### src/rtl/store_buffer.sv
// -----------------------------------------------------------------------------
// store_buffer
//
// Circular store buffer sitting between dispatch, the LSU execute stage, ROB
// commit and the D-cache write port.
//   * Dispatch allocates consecutive SB IDs to up to DISPATCH_WIDTH stores.
//   * Execute fills in address / data / byte enables for an allocated entry.
//   * ROB commit marks entries committed, strictly in allocation order.
//   * Committed, executed entries drain in order to memory.
//   * Flush throws away every uncommitted entry. Committed stores are kept and
//     always reach memory.
//
// Optional feature (macro SB_STORE_FWD_EN): store-to-load forwarding. A load
// presents its address, byte enables and the tail snapshot taken at its
// dispatch. The buffer searches all older stores and either forwards data or
// asks the load to stall.
//
// Ports:
//   clk_i, rst_ni        clock, asynchronous active-low reset
//   flush_i              pipeline flush (kills uncommitted entries)
//   alloc_valid_i        per-lane store allocation request
//   alloc_ready_o        every lane may allocate this cycle
//   alloc_sb_id_o        ID granted to each lane
//   exec_*               execute write of addr/data/be into an entry
//   commit_*             ROB commit lanes (valid, is_store, sb_id)
//   mem_req_*            drain request to the D-cache
//   sb_empty_o           no entries held
//   sb_count_o           number of occupied entries
//   sb_tail_o            current tail pointer
//   ld_query_*           (SB_STORE_FWD_EN) load forwarding query
//   fwd_hit_o            (SB_STORE_FWD_EN) forward data is valid
//   fwd_data_o           (SB_STORE_FWD_EN) forwarded data
//   fwd_stall_o          (SB_STORE_FWD_EN) load must wait
//
// Handshake: the drain port uses valid/ready. A transfer happens on a rising
// edge where mem_req_valid_o && mem_req_ready_i. While valid is high and ready
// is low, valid and the request fields hold steady. Valid never depends on
// ready.
// -----------------------------------------------------------------------------

package config_pkg;
  typedef struct packed {
    int unsigned XLEN;
    int unsigned PLEN;
    int unsigned INSTR_PER_FETCH;
    int unsigned NRET;
  } cfg_t;

  localparam cfg_t EmptyCfg = '{XLEN: 32, PLEN: 32, INSTR_PER_FETCH: 4, NRET: 2};
endpackage

module store_buffer #(
  parameter config_pkg::cfg_t Cfg            = config_pkg::EmptyCfg,
  parameter int unsigned      SB_DEPTH       = 16,
  parameter int unsigned      SB_IDX_WIDTH   = $clog2(SB_DEPTH),
  parameter int unsigned      DISPATCH_WIDTH = Cfg.INSTR_PER_FETCH,
  parameter int unsigned      COMMIT_WIDTH   = Cfg.NRET,
  parameter int unsigned      BE_W           = Cfg.XLEN / 8
) (
  input  logic                                         clk_i,
  input  logic                                         rst_ni,
  input  logic                                         flush_i,

  input  logic [DISPATCH_WIDTH-1:0]                    alloc_valid_i,
  output logic                                         alloc_ready_o,
  output logic [DISPATCH_WIDTH-1:0][SB_IDX_WIDTH-1:0]  alloc_sb_id_o,

  input  logic                                         exec_valid_i,
  input  logic [SB_IDX_WIDTH-1:0]                      exec_sb_id_i,
  input  logic [Cfg.PLEN-1:0]                          exec_addr_i,
  input  logic [Cfg.XLEN-1:0]                          exec_data_i,
  input  logic [BE_W-1:0]                              exec_be_i,

  input  logic [COMMIT_WIDTH-1:0]                      commit_valid_i,
  input  logic [COMMIT_WIDTH-1:0]                      commit_is_store_i,
  input  logic [COMMIT_WIDTH-1:0][SB_IDX_WIDTH-1:0]    commit_sb_id_i,

  output logic                                         mem_req_valid_o,
  input  logic                                         mem_req_ready_i,
  output logic [Cfg.PLEN-1:0]                          mem_req_addr_o,
  output logic [Cfg.XLEN-1:0]                          mem_req_data_o,
  output logic [BE_W-1:0]                              mem_req_be_o,

`ifdef SB_STORE_FWD_EN
  input  logic                                         ld_query_valid_i,
  input  logic [Cfg.PLEN-1:0]                          ld_query_addr_i,
  input  logic [BE_W-1:0]                              ld_query_be_i,
  input  logic [SB_IDX_WIDTH-1:0]                      ld_query_tail_i,
  output logic                                         fwd_hit_o,
  output logic [Cfg.XLEN-1:0]                          fwd_data_o,
  output logic                                         fwd_stall_o,
`endif

  output logic                                         sb_empty_o,
  output logic [$clog2(SB_DEPTH+1)-1:0]                sb_count_o,
  output logic [SB_IDX_WIDTH-1:0]                      sb_tail_o
);

  localparam int unsigned XLEN  = Cfg.XLEN;
  localparam int unsigned PLEN  = Cfg.PLEN;
  localparam int unsigned CNT_W = $clog2(SB_DEPTH + 1);

  // ---------------------------------------------------------------------------
  // State
  // ---------------------------------------------------------------------------
  logic [SB_IDX_WIDTH-1:0] r_head;
  logic [SB_IDX_WIDTH-1:0] r_commit_ptr;
  logic [SB_IDX_WIDTH-1:0] r_tail;
  logic [CNT_W-1:0]        r_count;
  logic [CNT_W-1:0]        r_committed;
  logic [SB_DEPTH-1:0]     r_executed;
  logic [PLEN-1:0]         r_addr [SB_DEPTH];
  logic [XLEN-1:0]         r_data [SB_DEPTH];
  logic [BE_W-1:0]         r_be   [SB_DEPTH];

  // ---------------------------------------------------------------------------
  // Allocation
  // ---------------------------------------------------------------------------
  logic [CNT_W-1:0]        w_free;
  logic                    w_alloc_ready;
  logic                    w_do_alloc;
  logic [CNT_W-1:0]        w_alloc_pop;
  logic [CNT_W-1:0]        w_alloc_n;
  logic [SB_IDX_WIDTH-1:0] w_run;
  logic [SB_IDX_WIDTH-1:0] w_off;
  logic [SB_DEPTH-1:0]     w_alloc_mask;

  // Readiness looks at registered occupancy only, so it never depends on
  // this cycle's pops or commits.
  assign w_free        = CNT_W'(SB_DEPTH) - r_count;
  assign w_alloc_ready = (w_free >= CNT_W'(DISPATCH_WIDTH));
  assign w_do_alloc    = w_alloc_ready && !flush_i;
  assign w_alloc_n     = w_do_alloc ? w_alloc_pop : '0;

  // Each lane's ID is the tail plus the number of requesting lanes below it.
  // IDs are produced for every lane, including lanes that are not valid.
  always_comb begin
    w_run       = '0;
    w_alloc_pop = '0;
    for (int i = 0; i < DISPATCH_WIDTH; i++) begin
      alloc_sb_id_o[i] = r_tail + w_run;
      w_run            = w_run + SB_IDX_WIDTH'(alloc_valid_i[i]);
      w_alloc_pop      = w_alloc_pop + CNT_W'(alloc_valid_i[i]);
    end
  end

  // An entry is being granted when its distance from the tail is below the
  // number of lanes allocated this cycle.
  always_comb begin
    w_off        = '0;
    w_alloc_mask = '0;
    for (int e = 0; e < SB_DEPTH; e++) begin
      w_off           = SB_IDX_WIDTH'(e) - r_tail;
      w_alloc_mask[e] = (CNT_W'(w_off) < w_alloc_n);
    end
  end

  // ---------------------------------------------------------------------------
  // Commit
  // ---------------------------------------------------------------------------
  logic [CNT_W-1:0] w_ncommit;
  logic             w_commit_err;

  // The k-th committing store lane must name commit_ptr + k. Non-store lanes
  // are skipped and do not consume an ID.
  always_comb begin
    w_ncommit    = '0;
    w_commit_err = 1'b0;
    for (int c = 0; c < COMMIT_WIDTH; c++) begin
      if (commit_valid_i[c] && commit_is_store_i[c]) begin
        if (commit_sb_id_i[c] != r_commit_ptr + SB_IDX_WIDTH'(w_ncommit)) begin
          w_commit_err = 1'b1;
        end
        w_ncommit = w_ncommit + CNT_W'(1);
      end
    end
  end

  // ---------------------------------------------------------------------------
  // Drain
  // ---------------------------------------------------------------------------
  logic w_mem_valid;
  logic w_pop;

  assign w_mem_valid = (r_committed != '0) && r_executed[r_head];
  assign w_pop       = w_mem_valid && mem_req_ready_i;

  // Request fields are zeroed when there is nothing to send. This keeps the
  // port quiet out of reset without resetting the payload arrays.
  assign mem_req_valid_o = w_mem_valid;
  assign mem_req_addr_o  = w_mem_valid ? r_addr[r_head] : '0;
  assign mem_req_data_o  = w_mem_valid ? r_data[r_head] : '0;
  assign mem_req_be_o    = w_mem_valid ? r_be[r_head]   : '0;

  // ---------------------------------------------------------------------------
  // Next-state
  // ---------------------------------------------------------------------------
  logic [SB_IDX_WIDTH-1:0] w_cp_next;
  logic [CNT_W-1:0]        w_committed_next;
  logic [CNT_W-1:0]        w_count_next;
  logic [SB_IDX_WIDTH-1:0] w_tail_next;
  logic [SB_IDX_WIDTH-1:0] w_head_next;

  assign w_cp_next        = r_commit_ptr + SB_IDX_WIDTH'(w_ncommit);
  assign w_committed_next = r_committed + w_ncommit - CNT_W'(w_pop);
  assign w_head_next      = r_head + SB_IDX_WIDTH'(w_pop);

  // Commits in the flush cycle land first. The buffer then shrinks back to
  // exactly the committed entries, which sit between head and the new commit
  // pointer.
  assign w_tail_next  = flush_i ? w_cp_next
                                : r_tail + SB_IDX_WIDTH'(w_alloc_n);
  assign w_count_next = flush_i ? w_committed_next
                                : r_count + w_alloc_n - CNT_W'(w_pop);

  always_ff @(posedge clk_i or negedge rst_ni) begin
    if (!rst_ni) begin
      r_head       <= '0;
      r_commit_ptr <= '0;
      r_tail       <= '0;
      r_count      <= '0;
      r_committed  <= '0;
    end else begin
      r_head       <= w_head_next;
      r_commit_ptr <= w_cp_next;
      r_tail       <= w_tail_next;
      r_count      <= w_count_next;
      r_committed  <= w_committed_next;
    end
  end

  // ---------------------------------------------------------------------------
  // Entry storage
  // ---------------------------------------------------------------------------
  logic w_exec_we;
  assign w_exec_we = exec_valid_i && !flush_i;

  // Granting an entry clears its executed bit. A legal execute never targets
  // an entry granted in the same cycle, so the set below cannot collide with
  // the clear.
  always_ff @(posedge clk_i or negedge rst_ni) begin
    if (!rst_ni) begin
      r_executed <= '0;
    end else begin
      for (int e = 0; e < SB_DEPTH; e++) begin
        if (w_alloc_mask[e]) begin
          r_executed[e] <= 1'b0;
        end
      end
      if (w_exec_we) begin
        r_executed[exec_sb_id_i] <= 1'b1;
      end
    end
  end

  always_ff @(posedge clk_i) begin
    if (w_exec_we) begin
      r_addr[exec_sb_id_i] <= exec_addr_i;
      r_data[exec_sb_id_i] <= exec_data_i;
      r_be[exec_sb_id_i]   <= exec_be_i;
    end
  end

  // ---------------------------------------------------------------------------
  // Status
  // ---------------------------------------------------------------------------
  assign alloc_ready_o = w_alloc_ready;
  assign sb_empty_o    = (r_count == '0);
  assign sb_count_o    = r_count;
  assign sb_tail_o     = r_tail;

  // ---------------------------------------------------------------------------
  // Protocol checks
  // ---------------------------------------------------------------------------
  logic [SB_IDX_WIDTH-1:0] w_exec_off;
  logic                    w_exec_in_range;

  assign w_exec_off      = exec_sb_id_i - r_head;
  assign w_exec_in_range = (CNT_W'(w_exec_off) < r_count);

  a_exec_in_range : assert property (@(posedge clk_i) disable iff (!rst_ni)
    w_exec_we |-> w_exec_in_range);

  a_commit_in_order : assert property (@(posedge clk_i) disable iff (!rst_ni)
    !w_commit_err);

`ifdef SB_STORE_FWD_EN
  // ---------------------------------------------------------------------------
  // Store-to-load forwarding
  // ---------------------------------------------------------------------------
  localparam int unsigned OFF_W = $clog2(BE_W);

  logic [SB_IDX_WIDTH-1:0] w_fwd_dist;
  logic [CNT_W-1:0]        w_fwd_len;
  logic [SB_IDX_WIDTH-1:0] w_fwd_idx;
  logic                    w_fwd_unexec;
  logic                    w_fwd_found;
  logic                    w_fwd_cover;
  logic [XLEN-1:0]         w_fwd_data;

  // The older stores run from head up to the load's tail snapshot. If head has
  // already passed the snapshot, all of those stores have drained. That case
  // shows up as a distance larger than the occupancy, and the range is then
  // treated as empty. Because the scan goes oldest to youngest, the last
  // overlapping match found is the youngest one.
  always_comb begin
    w_fwd_dist   = ld_query_tail_i - r_head;
    w_fwd_len    = CNT_W'(w_fwd_dist);
    if (w_fwd_len > r_count) begin
      w_fwd_len = '0;
    end
    w_fwd_idx    = '0;
    w_fwd_unexec = 1'b0;
    w_fwd_found  = 1'b0;
    w_fwd_cover  = 1'b0;
    w_fwd_data   = '0;
    for (int i = 0; i < SB_DEPTH; i++) begin
      w_fwd_idx = r_head + SB_IDX_WIDTH'(i);
      if (CNT_W'(i) < w_fwd_len) begin
        if (!r_executed[w_fwd_idx]) begin
          w_fwd_unexec = 1'b1;
        end else if ((r_addr[w_fwd_idx][PLEN-1:OFF_W] == ld_query_addr_i[PLEN-1:OFF_W]) &&
                     ((r_be[w_fwd_idx] & ld_query_be_i) != '0)) begin
          w_fwd_found = 1'b1;
          w_fwd_cover = ((r_be[w_fwd_idx] & ld_query_be_i) == ld_query_be_i);
          w_fwd_data  = r_data[w_fwd_idx];
        end
      end
    end

    fwd_hit_o   = 1'b0;
    fwd_data_o  = '0;
    fwd_stall_o = 1'b0;
    if (ld_query_valid_i) begin
      if (w_fwd_unexec || (w_fwd_found && !w_fwd_cover)) begin
        fwd_stall_o = 1'b1;
      end else if (w_fwd_found) begin
        fwd_hit_o  = 1'b1;
        fwd_data_o = w_fwd_data;
      end
    end
  end
`endif

endmodule

### config.mk
export PLATFORM = sky130hd
export DESIGN_NAME = store_buffer
export DESIGN_NICKNAME = d
export VERILOG_FILES = /design/src/rtl/store_buffer.sv
export SDC_FILE = /design/constraint.sdc
export NUM_CORES = 1
export LEC_CHECK = 0
export CAP_MARGIN = 5
export CELL_PAD_IN_SITES_DETAIL_PLACEMENT = 1
export CELL_PAD_IN_SITES_GLOBAL_PLACEMENT = 2
export CORE_MARGIN = 10
export CORE_UTILIZATION = 25
export CTS_CLUSTER_SIZE = 12
export DETAILED_ROUTE_END_ITERATION = 12
export GPL_TIMING_DRIVEN = 1
export PLACE_DENSITY = 0.47
export SYNTH_ARGS = -nofsm -noshare
export SYNTH_HDL_FRONTEND = slang
export SYNTH_SLANG_ARGS = --single-unit
### constraint.sdc
create_clock -name clk_i -period 11 [get_ports clk_i]
set_clock_uncertainty 0.15 [all_clocks]
set_input_delay 2.2 -clock clk_i [delete_from_list [all_inputs] [get_ports clk_i]]
set_output_delay 2.2 -clock clk_i [all_outputs]
set_load 0.02 [all_outputs]
==> PnR_summary.wiki <==
{| class="wikitable"
! Metric !! Value
|-
| Violation count after the first detailed-routing iteration || about 1.7k
|-
| Clk_lat worst skew || around 760 ps
|-
| Proportion of synthesized chip area in sequential cells || around three quarters
|-
| Post-layout instance area || 52550 sq um
|-
| Wire length of the first global-routing pass || roughly 180000 um
|-
| Most common cell after layout, fill and taps aside || edfxtp_1
|-
| Max cap viols || 0
|-
| Crit path time final || 7394 ps
|-
| Final Max Tran Viols || 0
|-
| Crit end category || output port
|-
| Logic pwr share || a little under a third
|-
| Critical-path cell list || buf_12 -> buf_4 -> mux4_2 -> a22oi_1 -> a21oi_1 -> clkdlybuf4s50_1
|-
| CTS Sinks || approximately 1.1k
|-
| Unique masters post-synth || 36
|-
| Headroom to the max-slew limit || roughly a quarter
|-
| Largest fanout of any net on the critical path || a little under 100
|-
| Count of synthesis-stage warnings from yosys || 0
|-
| Number of primary I/O pins || 189
|-
| Die X || approximately 440 um
|-
| Worst-case setup slack after placement || ~3800 ps
|-
| Global routing met3 resource utilization || 2.572%
|-
| Final setup vio count || 0
|-
| Cell area after synthesis || 43800 sq um
|-
| Number of I/O port buffers || 180
|-
| Effective utilization at floorplan || ~25%
|-
| M2 GR Usage || approximately 22%
|-
| Relative contribution of sequential cells to total power || 37.8%
|-
| Final net count || 2383
|-
| Avg Vias per Cell || around 4.5
|-
| Clock share of power || about a third
|-
| Outcome || complete, no violations
|-
| Via count of the first global-routing pass || 23.67k
|-
| Total power draw || about 13 mW
|-
| Maximum clock path buffer count || 3
|-
| Number of buffers added to fix hold violations after cts || 0
|-
| Cell Count, Final, Fillers Out || between 4k and 5k
|-
| Crit-path max cell delay || between 900 and 1000 ps
|-
| Data arrival at the endpoint of the critical path || roughly 5000 ps
|-
| Start-to-end type of the worst setup path || flop to output port
|-
| Via count of the routed design || 21.00k
|-
| Count of state elements after synthesis || 1126
|-
| Clock transition time at the flip-flop clock pins of the worst setup and hold paths || 60 ps
|-
| Largest net degree at the start of global routing || between 100 and 150
|-
| DP Cell Count || approximately 4.4k
|-
| Clk root buf || clkbuf_16
|-
| Count of standard-cell rows || 153
|-
| Syn_area_per_cell || ~22 sq um
|-
| Final count of hold timing violations || 0
|-
| Timing-limited maximum frequency || ~140 MHz
|-
| Net count after synthesis || about 2.1k
|-
| WL per Instance || between 20 and 30 um
|-
| Remaining DRCs || 0
|-
| Final critical-path share of the clock period || 67.22%
|-
| Power Dens Cells || 250.7 nW/um^2
|-
| DR pass1 iterations || 5
|-
| Worst hold margin || roughly 320 ps
|-
| Final Util || between 30% and 40%
|-
| Number of antenna violations at the first check in global routing || 17
|-
| Unrepaired setup endpoints after global routing || no
|-
| Setup WS post-layout || around 3600 ps
|-
| Slowest stage cell on the critical path || buf_4
|-
| Required time of the critical path || 8650 ps
|-
| Congestion Overflow GR || 0
|-
| Most used cells in the layout excluding fill and tap cells || edfxtp_1, mux4_2, clkdlybuf4s50_1
|-
| Die area || approximately 190000 sq um
|-
| Number of buffers inserted to repair setup after CTS || 0
|-
| Worst vdd rail ir drop || between 0.2 and 0.25 mV
|-
| Slew at the pin closest to its max-slew limit || between 1000 and 1500 ps
|-
| Post-DP HPWL || a little over 60000 um
|-
| Fin Setup TNS || 0 ps
|-
| GRT busiest layer || met2
|-
| Last weighted congestion value of the routability-driven placer || around 0.67
|-
| Fillcell total || around 17k
|-
| Internal power component || around 9 mW
|-
| Worst min path class || flop to flop
|-
| Placed standard-cell area || 48450 sq um
|-
| CTS buffer count || around 130
|-
| Met1 Resource Use GR || between 10% and 20%
|-
| Switching share of power || roughly a third
|-
| Clock tree from TritonCTS || built
|-
| Sw Pwr || between 4 and 5 mW
|-
| Share of cells above drive strength 1 || between 20 and 25%
|-
| All-layer global routing usage || roughly an eighth
|-
| Number of instances in the synthesized netlist || 1981
|-
| Signed area change from the synthesized netlist to the final layout || 20.00%
|-
| Final ANT Viol Nets || 0
|-
| Number of resized instances in the post-cts repair step || 0
|-
| Startpoint class of the critical path || flop
|-
| Number of H-tree levels || 4
|-
| Leakage power summed over all cells || ~16 nW
|-
| Die Ht || ~440 um
|-
| Floorplan Core Area || between 150000 and 200000 sq um
|-
| Wirelength, routed || 124900 um
|}
## worst max-delay path: cells and delay by family (launching register included)
| kind | cells | cell delay (ps) |
|---|---|---|
| compound gates | 2 | 380 |
| buf+inv | 3 | 2310 |
| flops | 1 | 890 |
| mux | 1 | 610 |
## cells by family (layout without fill, tap and decap cells)
family	count (synthesis)	after routing	synth area share, %
other	0	3	0
xor gates and xnor gates	29	29	0.5800
buffers and inverters	153	506	1.743
AOI/OAI and AO/OA	260	260	4.003
and+or+nand+nor	73	73	0.8314
adders and majority gates	58	58	1.794
muxes	282	282	14.28
DFF	1126	1126	76.77
## cells in the mapped netlist, drive strengths merged
cell	number	area share, %
edfxtp	1088	75
mux4	274	14
a22oi	136	2.3
a21oi	81	1.0
buf	59	0.94
clkbuf	50	0.43
ha	50	1.4
inv	44	0.38
dfrtp	38	2.2
a21o	22	0.38
nor2	19	0.16
nand2	18	0.15
xnor2	15	0.30
o21ai	14	0.16
xor2	14	0.28
nand2b	11	0.16
fa	8	0.37
and2	6	0.086
mux2i	6	0.14
nor2b	6	0.091
nor3	4	0.046
o21bai	4	0.069
nand3	3	0.034
nand3b	3	0.051
mux2	2	0.051
a311oi	1	0.020
nor4	1	0.014
nor4b	1	0.020
o211ai	1	0.017
o41a	1	0.026
or3	1	0.014
## cell type report
class                      instances  area [sq um]  area share [%]
sequential                      1126         33630           63.99
timing repair buffer             227          2187           4.162
multi-input combinational        702          9555           18.18
clock buffer                     168          3502           6.664
clock inverter                    67         596.8           1.136
inverter                          44         165.2          0.3143
antenna                            3         7.507         0.01429
tap                             2325          2909           5.535
## sequential cells by signal (all words and copies together) (netlist names)
register / cells
r_data: 512
r_commit_ptr: 4
sb_tail_o: 4
sb_count_o: 5
r_head: 4
r_executed: 16
r_be: 64
r_committed: 5
r_addr: 512
## power groups by stage
stage	logic [mW]	clock network [mW]	registers, mW
after CTS	4.20	4.32	4.99
final	4.03	4.17	4.98
after detailed placement	4.18	0	5.08
after floorplan	2.70	0	4.98
after global routing	4.42	4.48	5.00
after global placement	4.15	0	5.07
## per-layer routing
metal | vias to the layer above | part of all wire, %
li1 | 8832 | -
met3 | 187 | 4.2
met2 | 444 | 51
met5 | - | 0.031
met1 | 11528 | 43
met4 | 6 | 2.2
## path summary, 6_finish.rpt
path,endpoint,depth (start not counted),start,slack (ps)
setup / recovery,mem_req_data_o[22],6,r_head[0]$_DFF_PN0_,3610
hold / removal,r_commit_ptr[3]$_DFF_PN0_,1,r_commit_ptr[3]$_DFF_PN0_,320
setup reg to reg,sb_count_o[4]$_DFF_PN0_,15,r_head[0]$_DFF_PN0_,5370
hold reg to reg,r_commit_ptr[3]$_DFF_PN0_,1,r_commit_ptr[3]$_DFF_PN0_,320
max in group asynchronous,r_head[0]$_DFF_PN0_,1,rst_ni,8560
min in group asynchronous,sb_count_o[2]$_DFF_PN0_,1,rst_ni,1420
(Power assumes the default switching activity.)
